**src/rtl/if_stage_pkg.sv**
```systemverilog
// ============================================================================
// Module  : if_stage_pkg
// Brief   : Shared fetch-pipeline constants, state encoding and PC helpers.
// Revision: 1.0 - initial release
// ============================================================================
`default_nettype none

package if_stage_pkg;

    localparam logic [31:0] c_reset_pc_default = 32'h0000_0000;
    localparam logic [31:0] c_nop_inst         = 32'h0000_0013;  // addi x0, x0, 0
    localparam logic [31:0] c_pc_step          = 32'd4;

    typedef enum logic [1:0] {
        ST_FETCH = 2'd0,
        ST_HOLD  = 2'd1,
        ST_DROP  = 2'd2
    } fetch_state_e;

    function automatic logic [31:0] align_pc(input logic [31:0] pc);
        return pc & 32'hFFFF_FFFC;
    endfunction

    function automatic logic [31:0] next_pc(input logic [31:0] pc);
        return pc + c_pc_step;
    endfunction

endpackage : if_stage_pkg

`default_nettype wire

```
**src/rtl/if_stage_if.sv**
```systemverilog
// ============================================================================
// Module  : if_stage_if
// Brief   : Instruction-memory request/ack bus between fetch and memory.
// Revision: 1.0 - initial release
// ============================================================================
`default_nettype none

interface if_stage_if;

    logic        imem_req;
    logic [31:0] imem_addr;
    logic        imem_ack;
    logic [31:0] imem_rdata;

    modport master (
        output imem_req,
        output imem_addr,
        input  imem_ack,
        input  imem_rdata
    );

    modport slave (
        input  imem_req,
        input  imem_addr,
        output imem_ack,
        output imem_rdata
    );

endinterface : if_stage_if

`default_nettype wire

```
**src/rtl/if_stage.sv**
```systemverilog
// ============================================================================
// Module  : if_stage
// Brief   : Instruction fetch stage with stall hold buffer and redirect drop.
// Revision: 1.0 - initial release
// ============================================================================
`default_nettype none

module if_stage
    import if_stage_pkg::*;
#(
    parameter logic [31:0] RESET_PC = c_reset_pc_default
) (
    input  wire logic        clk,
    input  wire logic        rst,
    input  wire logic        stall_i,
    input  wire logic        redirect_i,
    input  wire logic [31:0] redirect_pc_i,
    if_stage_if.master       imem,
    output logic             ifid_valid_o,
    output logic [31:0]      ifid_pc_o,
    output logic [31:0]      ifid_inst_o
);

    fetch_state_e state_q, state_d;
    logic [31:0]  pc_q, pc_d;
    logic [31:0]  req_addr_q, req_addr_d;
    logic [31:0]  buf_q, buf_d;
    logic         ifid_valid_q, ifid_valid_d;
    logic [31:0]  ifid_pc_q, ifid_pc_d;
    logic [31:0]  ifid_inst_q, ifid_inst_d;

    logic [31:0]  w_redirect_pc;
    logic [31:0]  w_pc_plus4;

    assign w_redirect_pc = align_pc(redirect_pc_i);
    assign w_pc_plus4    = next_pc(pc_q);

    // ------------------------------------------------------------------
    // State register
    // ------------------------------------------------------------------
    always_ff @(posedge clk) begin
        if (rst) begin
            state_q      <= ST_FETCH;
            pc_q         <= RESET_PC;
            req_addr_q   <= RESET_PC;
            buf_q        <= 32'h0000_0000;
            ifid_valid_q <= 1'b0;
            ifid_pc_q    <= 32'h0000_0000;
            ifid_inst_q  <= c_nop_inst;
        end else begin
            state_q      <= state_d;
            pc_q         <= pc_d;
            req_addr_q   <= req_addr_d;
            buf_q        <= buf_d;
            ifid_valid_q <= ifid_valid_d;
            ifid_pc_q    <= ifid_pc_d;
            ifid_inst_q  <= ifid_inst_d;
        end
    end

    // ------------------------------------------------------------------
    // Next-state logic
    // ------------------------------------------------------------------
    always_comb begin
        state_d      = state_q;
        pc_d         = pc_q;
        req_addr_d   = req_addr_q;
        buf_d        = buf_q;
        ifid_valid_d = ifid_valid_q;
        ifid_pc_d    = ifid_pc_q;
        ifid_inst_d  = ifid_inst_q;

        unique case (state_q)
            ST_FETCH: begin
                if (redirect_i) begin
                    pc_d         = w_redirect_pc;
                    ifid_valid_d = 1'b0;
                    ifid_inst_d  = c_nop_inst;
                    if (imem.imem_ack) begin
                        state_d = ST_FETCH;
                    end else begin
                        // Memory still owes us the old word; keep its address on the bus.
                        req_addr_d = pc_q;
                        state_d    = ST_DROP;
                    end
                end else if (imem.imem_ack) begin
                    if (stall_i) begin
                        buf_d   = imem.imem_rdata;
                        state_d = ST_HOLD;
                    end else begin
                        ifid_valid_d = 1'b1;
                        ifid_pc_d    = pc_q;
                        ifid_inst_d  = imem.imem_rdata;
                        pc_d         = w_pc_plus4;
                    end
                end else if (!stall_i) begin
                    ifid_valid_d = 1'b0;
                    ifid_inst_d  = c_nop_inst;
                end
            end

            ST_HOLD: begin
                if (redirect_i) begin
                    pc_d         = w_redirect_pc;
                    buf_d        = 32'h0000_0000;
                    ifid_valid_d = 1'b0;
                    ifid_inst_d  = c_nop_inst;
                    state_d      = ST_FETCH;
                end else if (!stall_i) begin
                    ifid_valid_d = 1'b1;
                    ifid_pc_d    = pc_q;
                    ifid_inst_d  = buf_q;
                    pc_d         = w_pc_plus4;
                    state_d      = ST_FETCH;
                end
            end

            ST_DROP: begin
                if (redirect_i) begin
                    pc_d         = w_redirect_pc;
                    ifid_valid_d = 1'b0;
                    ifid_inst_d  = c_nop_inst;
                end
                // An ack here retires the abandoned request, so fetching can resume.
                if (imem.imem_ack) begin
                    state_d = ST_FETCH;
                end
            end

            default: begin
                state_d = ST_FETCH;
            end
        endcase
    end

    // ------------------------------------------------------------------
    // Outputs
    // ------------------------------------------------------------------
    always_comb begin
        imem.imem_req  = 1'b0;
        imem.imem_addr = pc_q;
        if (!rst && (state_q != ST_HOLD)) begin
            imem.imem_req = 1'b1;
        end
        if (state_q == ST_DROP) begin
            imem.imem_addr = req_addr_q;
        end
    end

    assign ifid_valid_o = ifid_valid_q;
    assign ifid_pc_o    = ifid_pc_q;
    assign ifid_inst_o  = ifid_inst_q;

endmodule : if_stage

`default_nettype wire

```
**src/flat_wrapper.sv**
```systemverilog
// flat-port wrapper written by rule: the top's interface ports become plain ports
module if_stage_flat import if_stage_pkg::*;
#(
    parameter logic [31:0] RESET_PC = c_reset_pc_default
)
  (clk, rst, stall_i, redirect_i, redirect_pc_i, ifid_valid_o, ifid_pc_o, ifid_inst_o, imem_imem_req, imem_imem_addr, imem_imem_ack, imem_imem_rdata);
  if_stage_if imem_i ();
  input  wire logic clk;
  input  wire logic rst;
  input  wire logic stall_i;
  input  wire logic redirect_i;
  input  wire logic [31:0] redirect_pc_i;
  output logic ifid_valid_o;
  output logic [31:0] ifid_pc_o;
  output logic [31:0] ifid_inst_o;
  output wire logic [$bits(imem_i.imem_req)-1:0] imem_imem_req;
  output wire logic [$bits(imem_i.imem_addr)-1:0] imem_imem_addr;
  input wire logic [$bits(imem_i.imem_ack)-1:0] imem_imem_ack;
  input wire logic [$bits(imem_i.imem_rdata)-1:0] imem_imem_rdata;
  assign imem_imem_req = imem_i.imem_req;
  assign imem_imem_addr = imem_i.imem_addr;
  assign imem_i.imem_ack = imem_imem_ack;
  assign imem_i.imem_rdata = imem_imem_rdata;
  if_stage #(.RESET_PC(RESET_PC)) u_core (.clk(clk), .rst(rst), .stall_i(stall_i), .redirect_i(redirect_i), .redirect_pc_i(redirect_pc_i), .imem(imem_i), .ifid_valid_o(ifid_valid_o), .ifid_pc_o(ifid_pc_o), .ifid_inst_o(ifid_inst_o));
endmodule
```
**config.mk**
```make
export PLATFORM = sky130hd
export DESIGN_NAME = if_stage_flat
export DESIGN_NICKNAME = d
export VERILOG_FILES = /design/src/rtl/if_stage_pkg.sv /design/src/rtl/if_stage_if.sv /design/src/rtl/if_stage.sv /design/src/flat_wrapper.sv
export SDC_FILE = /design/constraint.sdc
export NUM_CORES = 1
export LEC_CHECK = 0
export ABC_CLOCK_PERIOD_IN_PS = 2250
export BUFFER_PORTS_ARGS = -buffer_cell sky130_fd_sc_hd__buf_2
export CORE_MARGIN = 2
export CORE_UTILIZATION = 56
export CTS_BUF_LIST = sky130_fd_sc_hd__clkbuf_8
export CTS_CLUSTER_SIZE = 24
export DETAILED_ROUTE_END_ITERATION = 8
export HOLD_SLACK_MARGIN = 0.02
export PLACE_DENSITY_LB_ADDON = 0.25
export SLEW_MARGIN = 40
export SYNTH_ARGS = -nofsm -noshare
export SYNTH_HDL_FRONTEND = slang
export SYNTH_SLANG_ARGS = --single-unit
```
**constraint.sdc**
```tcl
create_clock -name clk -period 2.25 [get_ports clk]
set_input_delay 0.1125 -clock clk [delete_from_list [all_inputs] [get_ports clk]]
set_output_delay 0.1125 -clock clk [all_outputs]
set_load 0.005 [all_outputs]
```
==> results.yml, run 1 <==
outcome:
  status: "finished, final reports clean"
synth:
  syn_area_sq_um: 7130
  ys.flop_type: "dfxtp_1"
  ys_seq_area_share_pct: 44.1
  synth.avg_cell_area_sq_um: 8.63
  synth-seq-cells: 157
  ys_warn_count: 0
  postSynthCellCount: 826
  async_flop_share_pct: 0
  synth_edf_count: 0
  synth.distinct_cells: 58
route:
  wirelength_um: 19400
  drt_iter0_drc: 577
  vias: 6885
  vias_per_cell: 5.74
  drt_pass1_iterations: 5
  final_antenna_net_count: 0
  wl_per_cell_um: 16.2
  drc: 0
final_layout:
  final_util_pct: 72.6
  drive_above_1_share_pct: 26.8
  antenna_cells: 0
  fin_nets: 1088
  area_delta_synth_final_pct: 27.4
floorplanning:
  start_util_pct: 56.9
  ios: 167
  die_y_um: 117
  core_area_sq_um: 12500
  die_x_um: 117
  placementRows: 41
  die-area_sq_um: 13600
place:
  pre_cts_ws_ns: 0.153
  io_buffers: 160
  detailedPlacementHpwl_um: 12400
  gp_congestion: 0.835
worst_setup_path:
  reg2reg_to: "u_core.ifid_inst_o[16]$_SDFFE_PP0P_"
  crit_start: "u_core.state_q[0]$_SDFFE_PP0P_"
  cp.required_ns: 2.14
  reg2regPathDepth: 7
  endpoint_kind: "primary output"
  r2r_start: "u_core.state_q[0]$_SDFFE_PP0P_"
  worstSetupPathType: "reg -> out"
  cp_max_fo: 29
  start_kind: "register"
  worstPathArrival_ns: 1.97
  rrSetupSlack_ns: 0.19
  endpoint: "imem_imem_addr[3]"
pwr:
  power_density_nw_per_um2: 690
  vdd_drop_max_uv: 587
  total_power_mw: 6.27
  p_leak_nw: 3.94
clock_network:
  clk_pin_slew_ns: 0.08
  cts.sinks: 157
  numCtsBuffers: 17
  root_buffer: "clkbuf_8"
  clockBufferDepth: 2
  cts_tree: "yes"
  cts_max_level: 4
  clock_latency_ns: 0.46
worst_hold_path:
  hold_path.class: "in -> reg"
  hp-start: "redirect_pc_i[23]"
sta:
  fin_skew_ns: 0.00526
  slew_violations: 0
  max_freq_ghz: 0.480
  period_minus_slack_ns: 2.08
  fin_ws_ns: 0.165
  slew_headroom_pct: 55.8
  worst_slew_pin_slew_ns: 0.663
  tns_ns: 0
  timing.final.crit_share_pct: 92.7
  rsz0062_at_grt: "no"
  whs_ns: 0.0356
  finalHoldViolations: 0
  setup_viol: 0
global_route:
  grt_pass1_vias: 6381
  grt_usage_pct: 28.8
  grt-ovfl-total: 0
  grt_pass1_wl_um: 31100
  grt_max_degree: 50
  antenna_found_initial: 0
flow_run:
  maxCapViolCount: 0
==> Yosys cell counts, drive strengths merged, types with 3 or more instances <==
cell    count  area [sq um]
dfxtp     157          3140
nand2      97           364
nor2       95           357
a21oi      57           285
clkbuf     49           184
buf        34           180
mux2i      34           340
a211oi     33           248
a22oi      32           240
a22o       29           254
o21ai      28           140
mux2       24           270
nand3      20           118
nand4      13          81.3
a31oi      10          62.6
inv        10          37.5
nor3       10          70.1
and3        8          51.3
a32oi       7          61.3
nand2b      6          37.5
o32ai       6          52.6
or3         6          37.5
and2        5          31.3
nor4        5          46.3
o31a        5          45.0
ha          4          50.1
o211ai      4          30.0
o31ai       4          30.0
or2         4          25.0
nand3b      3          22.5
o21a        3          22.5
o22ai       3          18.8
==> per-stage QoR <==
stage	std cells	instance area [sq um]
after floorplan	829	7140
after global placement	1116	8150
after detailed placement	1116	8150
after CTS	1200	9080
after global routing	1200	9080
final	1200	9080
==> report_power, final <==
| part | internal [mW] | switching, mW | total (mW) |
|---|---|---|---|
| registers | 2.93 | 0.140 | 3.07 |
| clock network | 1.14 | 1.04 | 2.18 |
| logic | 0.478 | 0.545 | 1.02 |
| total | 4.54 | 1.72 | 6.27 |
==> logic make-up after synthesis <==
family	after synthesis	synth area share [%]
mux	58	8.57
simple gates	281	18.6
compound gates	232	22.3
other cells	1	0.0526
buf+inv	93	5.63
fa+ha+maj	4	0.702
flops	157	44.1
==> cell usage in the layout, fill, tap and decap left out, types with 4 or more instances in the layout <==
cell type and count:
o21ai_0 27, nand2b_1 6, nor3_1 6, nor2_1 93
mux2i_1 34, and2_1 5, dfxtp_1 157, a32oi_1 7
o31a_1 4, o31ai_1 4, dlygate4sd3_1 52, buf_12 4
clkinv_2 6, inv_1 10, clkbuf_8 19, a211oi_1 33
o32ai_1 6, buf_2 159, a21oi_1 57, a22oi_1 32
and3_1 7, mux2_2 24, nand3_1 18, a31oi_1 10
nor3_2 4, a22o_1 29, nand2_1 97, conb_1 4
buf_4 34, nand4_1 13, or3_1 5, o211ai_1 4
==> layout make-up <==
type,instances,area [sq um]
flip-flops and latches,157,3140
clock inverters,13,148
multi-input cells,579,3620
repair buffers,250,1660
well taps,172,215
inverters,10,37.5
fillers,972,3430
clock buffers,19,262
==> what timing repair did <==
action                     CTS  global route
hold buffers                52             0
setup endpoints to repair    0            18
gates resized for setup      0             2
hold endpoints to repair    52             0
setup buffers                0             0
==> how the worst min path moves through the flow <==
stage,cells past startpoint,to,slack (ns)
finish,3,u_core.pc_q[23]$_SDFFE_PP0P_,0.04
global route,2,u_core.buf_q[0]$_SDFFE_PP0P_,0.03
CTS,4,u_core.pc_q[12]$_SDFFE_PP0P_,0.02
detailed placement,2,u_core.buf_q[24]$_SDFFE_PP0P_,0.35
global placement,2,u_core.buf_q[6]$_SDFFE_PP0P_,0.34
floorplan,1,u_core.buf_q[21]$_SDFFE_PP0P_,0.25
==> flip-flops by register name, summed over array words and instances, names as in the netlist <==
signal,flops
u_core.buf_q,32
u_core.ifid_inst_o,32
u_core.ifid_pc_o,30
u_core.ifid_valid_o,1
u_core.pc_q,30
u_core.req_addr_q,30
u_core.state_q,2
==> worst max-delay path: stages, from the launching register on <==
cell and delay, ns:
dfxtp_1 0.33, inv_1 0.09, ha_2 0.29, buf_6 0.29
mux2_2 0.38, buf_2 0.13
==> per-layer routing <==
layer,routed length [um],global-route usage (%)
met1,8510,36.7
met2,9460,48.1
met3,1200,7.88
met4,218,8.55
met5,0,0
No activity file was read; power rests on OpenSTA's default activity.
==> run 2, diff against run 1 <==
--- a/config.mk
+++ b/config.mk
@@ -5,6 +5,7 @@
 export SDC_FILE = /design/constraint.sdc
 export NUM_CORES = 1
 export LEC_CHECK = 0
+export ABC_AREA = 1
 export ABC_CLOCK_PERIOD_IN_PS = 2250
 export BUFFER_PORTS_ARGS = -buffer_cell sky130_fd_sc_hd__buf_2
 export CORE_MARGIN = 2
==> results.yml, run 2 <==
final_layout:
  multiInputGateArea_sq_um: 3610
  antenna_cells: 0
  drive_above_1_share_pct: 18.4
  seq_area_sq_um: 3140
  layout_commonest_cell: "nand2_1"
  area_delta_synth_final_pct: 25.0
  final_cells: 1441
  final_cell_mix: "nand2_1 (253), buf_2 (160), dfxtp_1 (157), o21ai_0 (123), a21oi_1 (118)"
  fin_nets: 1332
  num-fill-cells: 1087
pwr:
  clock_power_share_pct: 26.1
  swShare_pct: 36.1
  p_leak_nw: 3.95
  p_sw_mw: 3.12
  vdd_drop_max_uv: 453
  power_density_nw_per_um2: 939
  comb_power_share_pct: 30.5
  p_seq_share_pct: 43.4
  p_int_mw: 5.53
  total_power_mw: 8.64
sta:
  max_freq_ghz: 0.475
  finalHoldViolations: 0
  tns_ns: 0
  whs_ns: 0.0375
  rsz0062_at_grt: "no"
  timing.final.crit_share_pct: 93.6
  fin_skew_ns: 0.0128
  period_minus_slack_ns: 2.11
  setup_viol: 0
  slew_violations: 0
  worst_slew_pin_slew_ns: 0.575
  slew_headroom_pct: 61.7
worst_setup_path:
  endpoint_kind: "primary output"
  critPathTopFamily: "buffers and inverters"
  cp.required_ns: 2.14
  worst_path_most_repeated_cell: "inv_1"
  cpPeakStageDelay_ns: 0.33
  start_kind: "register"
  crit_chain: "inv_1 > ha_2 > buf_6 > inv_1 > buf_4 > o21ai_0 > buf_2"
  crit_start: "u_core.state_q[0]$_SDFFE_PP0P_"
  crit_buf_inv: 5
  critPathSlowestCell: "dfxtp_1"
  worstSetupPathType: "reg -> out"
  worstPathArrival_ns: 1.99
  cp_max_fo: 26
  r2r_start: "u_core.state_q[1]$_SDFFE_PP0P_"
global_route:
  top_usage_layer: "met2"
  grt_use_met1_pct: 42.3
  grt-ovfl-total: 0
  grtUsageMet3_pct: 6.27
  grt_max_degree: 53
  grt_usage_pct: 30.4
  grt_pass1_wl_um: 34700
  globalRouteMet2Util_pct: 46.3
  grt_pass1_vias: 7044
  antenna_found_initial: 0
synth:
  synth-seq-cells: 157
  postSynthCellCount: 1080
  synth_top_area_share_pct: 42.7
  synth.avg_cell_area_sq_um: 6.82
  synth_commonest_cells: "nand2_1 (253), dfxtp_1 (157), o21ai_0 (123), a21oi_1 (118), nand3_1 (108)"
  async_flop_share_pct: 0
  yosys.area.top_type: "dfxtp_1"
  synth_edf_count: 0
  ys_seq_area_share_pct: 42.7
  synth.distinct_cells: 35
  ys_warn_count: 0
  ys_top_cells_by_area: "dfxtp_1 (43%), nand2_1 (13%), o21ai_0 (8.4%)"
  yosysMostFrequentCell: "nand2_1"
  syn_area_sq_um: 7370
  ys.flop_type: "dfxtp_1"
place:
  io_buffers: 160
  post-place-cells: 1364
  gp_congestion: 0.932
  detailedPlacementHpwl_um: 14200
floorplanning:
  die_y_um: 119
  die_x_um: 119
  placementRows: 41
  start_util_pct: 57.9
  die-area_sq_um: 14100
  core_area_sq_um: 12700
  ios: 167
route:
  vias: 7916
  final_antenna_net_count: 0
  vias_per_cell: 5.49
  drc: 0
  wirelength_um: 21600
  drt_pass1_iterations: 5
  wl_per_cell_um: 15.0
  drt_iter0_drc: 803
clock_network:
  numCtsBuffers: 17
  cts_tree: "yes"
  cts.sinks: 157
  root_buffer: "clkbuf_8"
  cts_max_level: 4
  clock_latency_ns: 0.46
  clk_pin_slew_ns: 0.08
  clockBufferDepth: 2
worst_hold_path:
  hp-start: "redirect_pc_i[10]"
  hold_path.class: "in -> reg"
outcome:
  status: "finished, final reports clean"
flow_run:
  maxCapViolCount: 0
==> run 2: cell type report <==
type,instances,area share (%)
multi-input cells,772,39.3
inverters,76,3.15
flip-flops and latches,157,34.1
repair buffers,235,16.5
well taps,172,2.34
clock inverters,6,1.17
clock buffers,23,3.44
==> run 2: worst paths after layout <==
path / slack, ns / cells after the start / endpoint
min reg2reg: 0.46 / 2 / u_core.req_addr_q[9]$_SDFFE_PP0P_
max reg2reg: 0.19 / 10 / u_core.buf_q[2]$_SDFFE_PP0P_
max: 0.14 / 7 / imem_imem_addr[13]
min: 0.04 / 3 / u_core.pc_q[10]$_SDFFE_PP0P_
==> run 2: per-stage QoR <==
| stage | utilization, % | area, sq um | worst slack [ns] |
|---|---|---|---|
| 3_3_place_gp | 65.1 | 8280 | 0.280 |
| 3_5_place_dp | 65.1 | 8280 | 0.227 |
| 2_1_floorplan | - | 7380 | 0.631 |
| 5_1_grt | 72.3 | 9200 | 0.0386 |
| 4_1_cts | 72.3 | 9190 | 0.0518 |
| 6_report | 72.3 | 9200 | 0.144 |
==> run 2: per-layer routing <==
metal	routed length (um)	up-vias
li1	-	3938
met1	9730	3604
met2	9680	327
met3	1680	47
met4	554	0
met5	0	-
==> run 2: power by group through the flow <==
stage	Sequential, mW	Clock, mW	Combinational [mW]
after floorplan	3.63	0	1.68
after global placement	3.78	0	2.46
after detailed placement	3.78	0	2.50
after CTS	3.72	2.27	2.59
after global routing	3.80	2.39	2.93
final	3.75	2.26	2.64
==> run 2: timing repair <==
item,4_1_cts,5_1_grt
setup endpoints to repair,1,8
setup buffers,0,0
endpoints found under the hold margin,70,0
hold buffers,48,0
pin swaps,0,0
gates resized for setup,1,5
==> run 2: cell families (layout without fill, tap and decap cells) <==
kind of cell               Yosys count  in the layout  synth area share (%)
AOI/OAI and AO/OA                  292            292                  21.0
xor gates and xnor gates             8              8                 0.951
adders and majority gates            4              4                 0.679
buffers and inverters              154            340                  8.56
DFF                                157            157                  42.7
other                                1              4                0.0509
and+or+nand+nor                    464            464                  26.1
==> run 2: worst reg2reg max path, cell delays in order (launching register included) <==
cell,delay [ns]
dfxtp_1,0.34
inv_1,0.08
ha_1,0.26
nor2_1,0.30
nor2_1,0.11
nand2_2,0.08
inv_2,0.13
o21ai_2,0.24
buf_4,0.28
nand2_1,0.07
a21oi_1,0.11
==> run 3, diff against run 2 <==
--- a/config.mk
+++ b/config.mk
@@ -15,6 +15,8 @@
 export DETAILED_ROUTE_END_ITERATION = 8
 export HOLD_SLACK_MARGIN = 0.02
 export PLACE_DENSITY_LB_ADDON = 0.25
+export RECOVER_POWER = 100
+export SKIP_LAST_GASP = 1
 export SLEW_MARGIN = 40
 export SYNTH_ARGS = -nofsm -noshare
 export SYNTH_HDL_FRONTEND = slang
==> results.yml, run 3 (synthesized netlist as in run 2, its figures left out) <==
final_layout:
  fin_nets: 1332
  area_delta_synth_final_pct: 24.5
  final_cell_mix: "nand2_1 (253), dfxtp_1 (157), buf_2 (139), o21ai_0 (123), a21oi_1 (118)"
  layout_commonest_cell: "nand2_1"
  drive_above_1_share_pct: 16.6
  num-fill-cells: 1103
  antenna_cells: 0
sta:
  finalHoldViolations: 0
  timing.final.crit_share_pct: 93.6
  slew_violations: 0
  max_freq_ghz: 0.475
  fin_skew_ns: 0.0130
  setup_viol: 0
  period_minus_slack_ns: 2.11
  slew_headroom_pct: 61.9
  worst_slew_pin_slew_ns: 0.571
  rsz0062_at_grt: "yes"
  tns_ns: 0
  fin_ws_ns: 0.145
route:
  drc: 0
  drt_iter0_drc: 874
  drt_pass1_iterations: 6
  vias: 7891
  vias_per_cell: 5.48
  final_antenna_net_count: 0
  wirelength_um: 21600
  wl_per_cell_um: 15.0
worst_setup_path:
  start_kind: "register"
  crit_start: "u_core.state_q[0]$_SDFFE_PP0P_"
  cp.depth: 7
  r2r_start: "u_core.state_q[1]$_SDFFE_PP0P_"
  worst_path_most_repeated_cell: "inv_1"
  cp_max_fo: 26
  reg2regPathDepth: 9
  rrSetupSlack_ns: 0.20
  cp.required_ns: 2.14
  critPathTopFamily: "buffers and inverters"
  crit_buf_inv: 5
  endpoint: "imem_imem_addr[13]"
  reg2reg_to: "u_core.ifid_inst_o[17]$_SDFFE_PP0P_"
  critPathSlowestCell: "dfxtp_1"
  worstSetupPathType: "reg -> out"
  cpPeakStageDelay_ns: 0.33
  endpoint_kind: "primary output"
  crit_chain: "inv_1 > ha_2 > buf_6 > inv_1 > buf_4 > o21ai_0 > buf_2"
  worstPathArrival_ns: 1.99
global_route:
  top_usage_layer: "met2"
  grt-ovfl-total: 0
  grt_max_degree: 53
  grt_pass1_wl_um: 34700
  grtUsageMet3_pct: 6.27
  grt_use_met1_pct: 42.3
  globalRouteMet2Util_pct: 46.3
  antenna_found_initial: 0
  grt_usage_pct: 30.4
  grt_pass1_vias: 7044
floorplanning:
  die_x_um: 119
  placementRows: 41
  ios: 167
  core_area_sq_um: 12700
  die-area_sq_um: 14100
  start_util_pct: 57.9
  die_y_um: 119
place:
  io_buffers: 160
  pre_cts_ws_ns: 0.227
  detailedPlacementHpwl_um: 14200
  gp_congestion: 0.932
clock_network:
  cts_tree: "yes"
  cts_max_level: 4
  clock_latency_ns: 0.45
  numCtsBuffers: 17
  cts.sinks: 157
  clockBufferDepth: 2
  root_buffer: "clkbuf_8"
  clk_pin_slew_ns: 0.08
flow_run:
  maxCapViolCount: 0
pwr:
  vdd_drop_max_uv: 450
  power_density_nw_per_um2: 940
  total_power_mw: 8.62
  p_leak_nw: 3.86
outcome:
  status: "finished, final reports clean"
worst_hold_path:
  hold_path.class: "in -> reg"
## run 3: cell count changes in the layout (fill, tap and decap cells not counted)
cell / previous run / this run
buf_6: 2 / 1
buf_4: 23 / 22
clkbuf_1: 0 / 22
clkbuf_2: 0 / 1
buf_2: 160 / 139
## run 3: final cells by class
class	count	area (sq um)	area share, %
multi-input cells	772	3610	39.4
repair buffers	235	1480	16.1
flip-flops and latches	157	3140	34.3
inverters	76	290	3.17
clock buffers	23	317	3.45
well taps	172	215	2.35
clock inverters	6	108	1.17
## run 3: worst min-delay path, stage by stage
cell,delay (ns)
buf_2,0.10
nor2_1,0.09
nor2_1,0.05
nand2_1,0.05
a21oi_1,0.05
## run 3: power by group
part           leakage [nW]  switching [mW]  internal [mW]  total [mW]
Combinational          2.35            1.65          0.963        2.61
Clock                 0.222            1.01           1.26        2.26
Sequential             1.29           0.461           3.28        3.74
## run 3: metal layers
layer | vias up | wire length, um
met5 | - | 0
met4 | 0 | 558
met3 | 47 | 1770
met2 | 336 | 9560
met1 | 3567 | 9690
li1 | 3941 | -
## run 3: through the flow
| stage | utilization [%] | area, sq um | std cells | hold slack [ns] |
|---|---|---|---|---|
| after floorplan | - | 7380 | 1083 | 0.251 |
| after CTS | 72.3 | 9190 | 1441 | 0.0263 |
| after detailed placement | 65.1 | 8280 | 1364 | 0.359 |
| after global routing | 72.1 | 9170 | 1441 | 0.0475 |
| final | 72.1 | 9170 | 1441 | 0.0407 |
| after global placement | 65.1 | 8280 | 1364 | 0.353 |
## run 3: worst min path at each step
stage / slack, ns / depth (start not counted) / from / endpoint
floorplan: 0.25 / 2 / imem_imem_rdata[10] / u_core.buf_q[10]$_SDFFE_PP0P_
global placement: 0.35 / 3 / imem_imem_rdata[7] / u_core.buf_q[7]$_SDFFE_PP0P_
detailed placement: 0.36 / 3 / imem_imem_rdata[4] / u_core.buf_q[4]$_SDFFE_PP0P_
CTS: 0.03 / 4 / redirect_pc_i[4] / u_core.pc_q[4]$_SDFFE_PP0P_
global route: 0.05 / 4 / redirect_pc_i[4] / u_core.pc_q[4]$_SDFFE_PP0P_
finish: 0.04 / 5 / redirect_pc_i[31] / u_core.pc_q[31]$_SDFFE_PP0P_
## run 3: timing repair
action | in CTS | in global routing
hold buffers | 48 | 0
endpoints found under the setup margin | 1 | 8
buffers inserted | 0 | 0
resized for setup | 1 | 4
hold endpoints to repair | 70 | 0
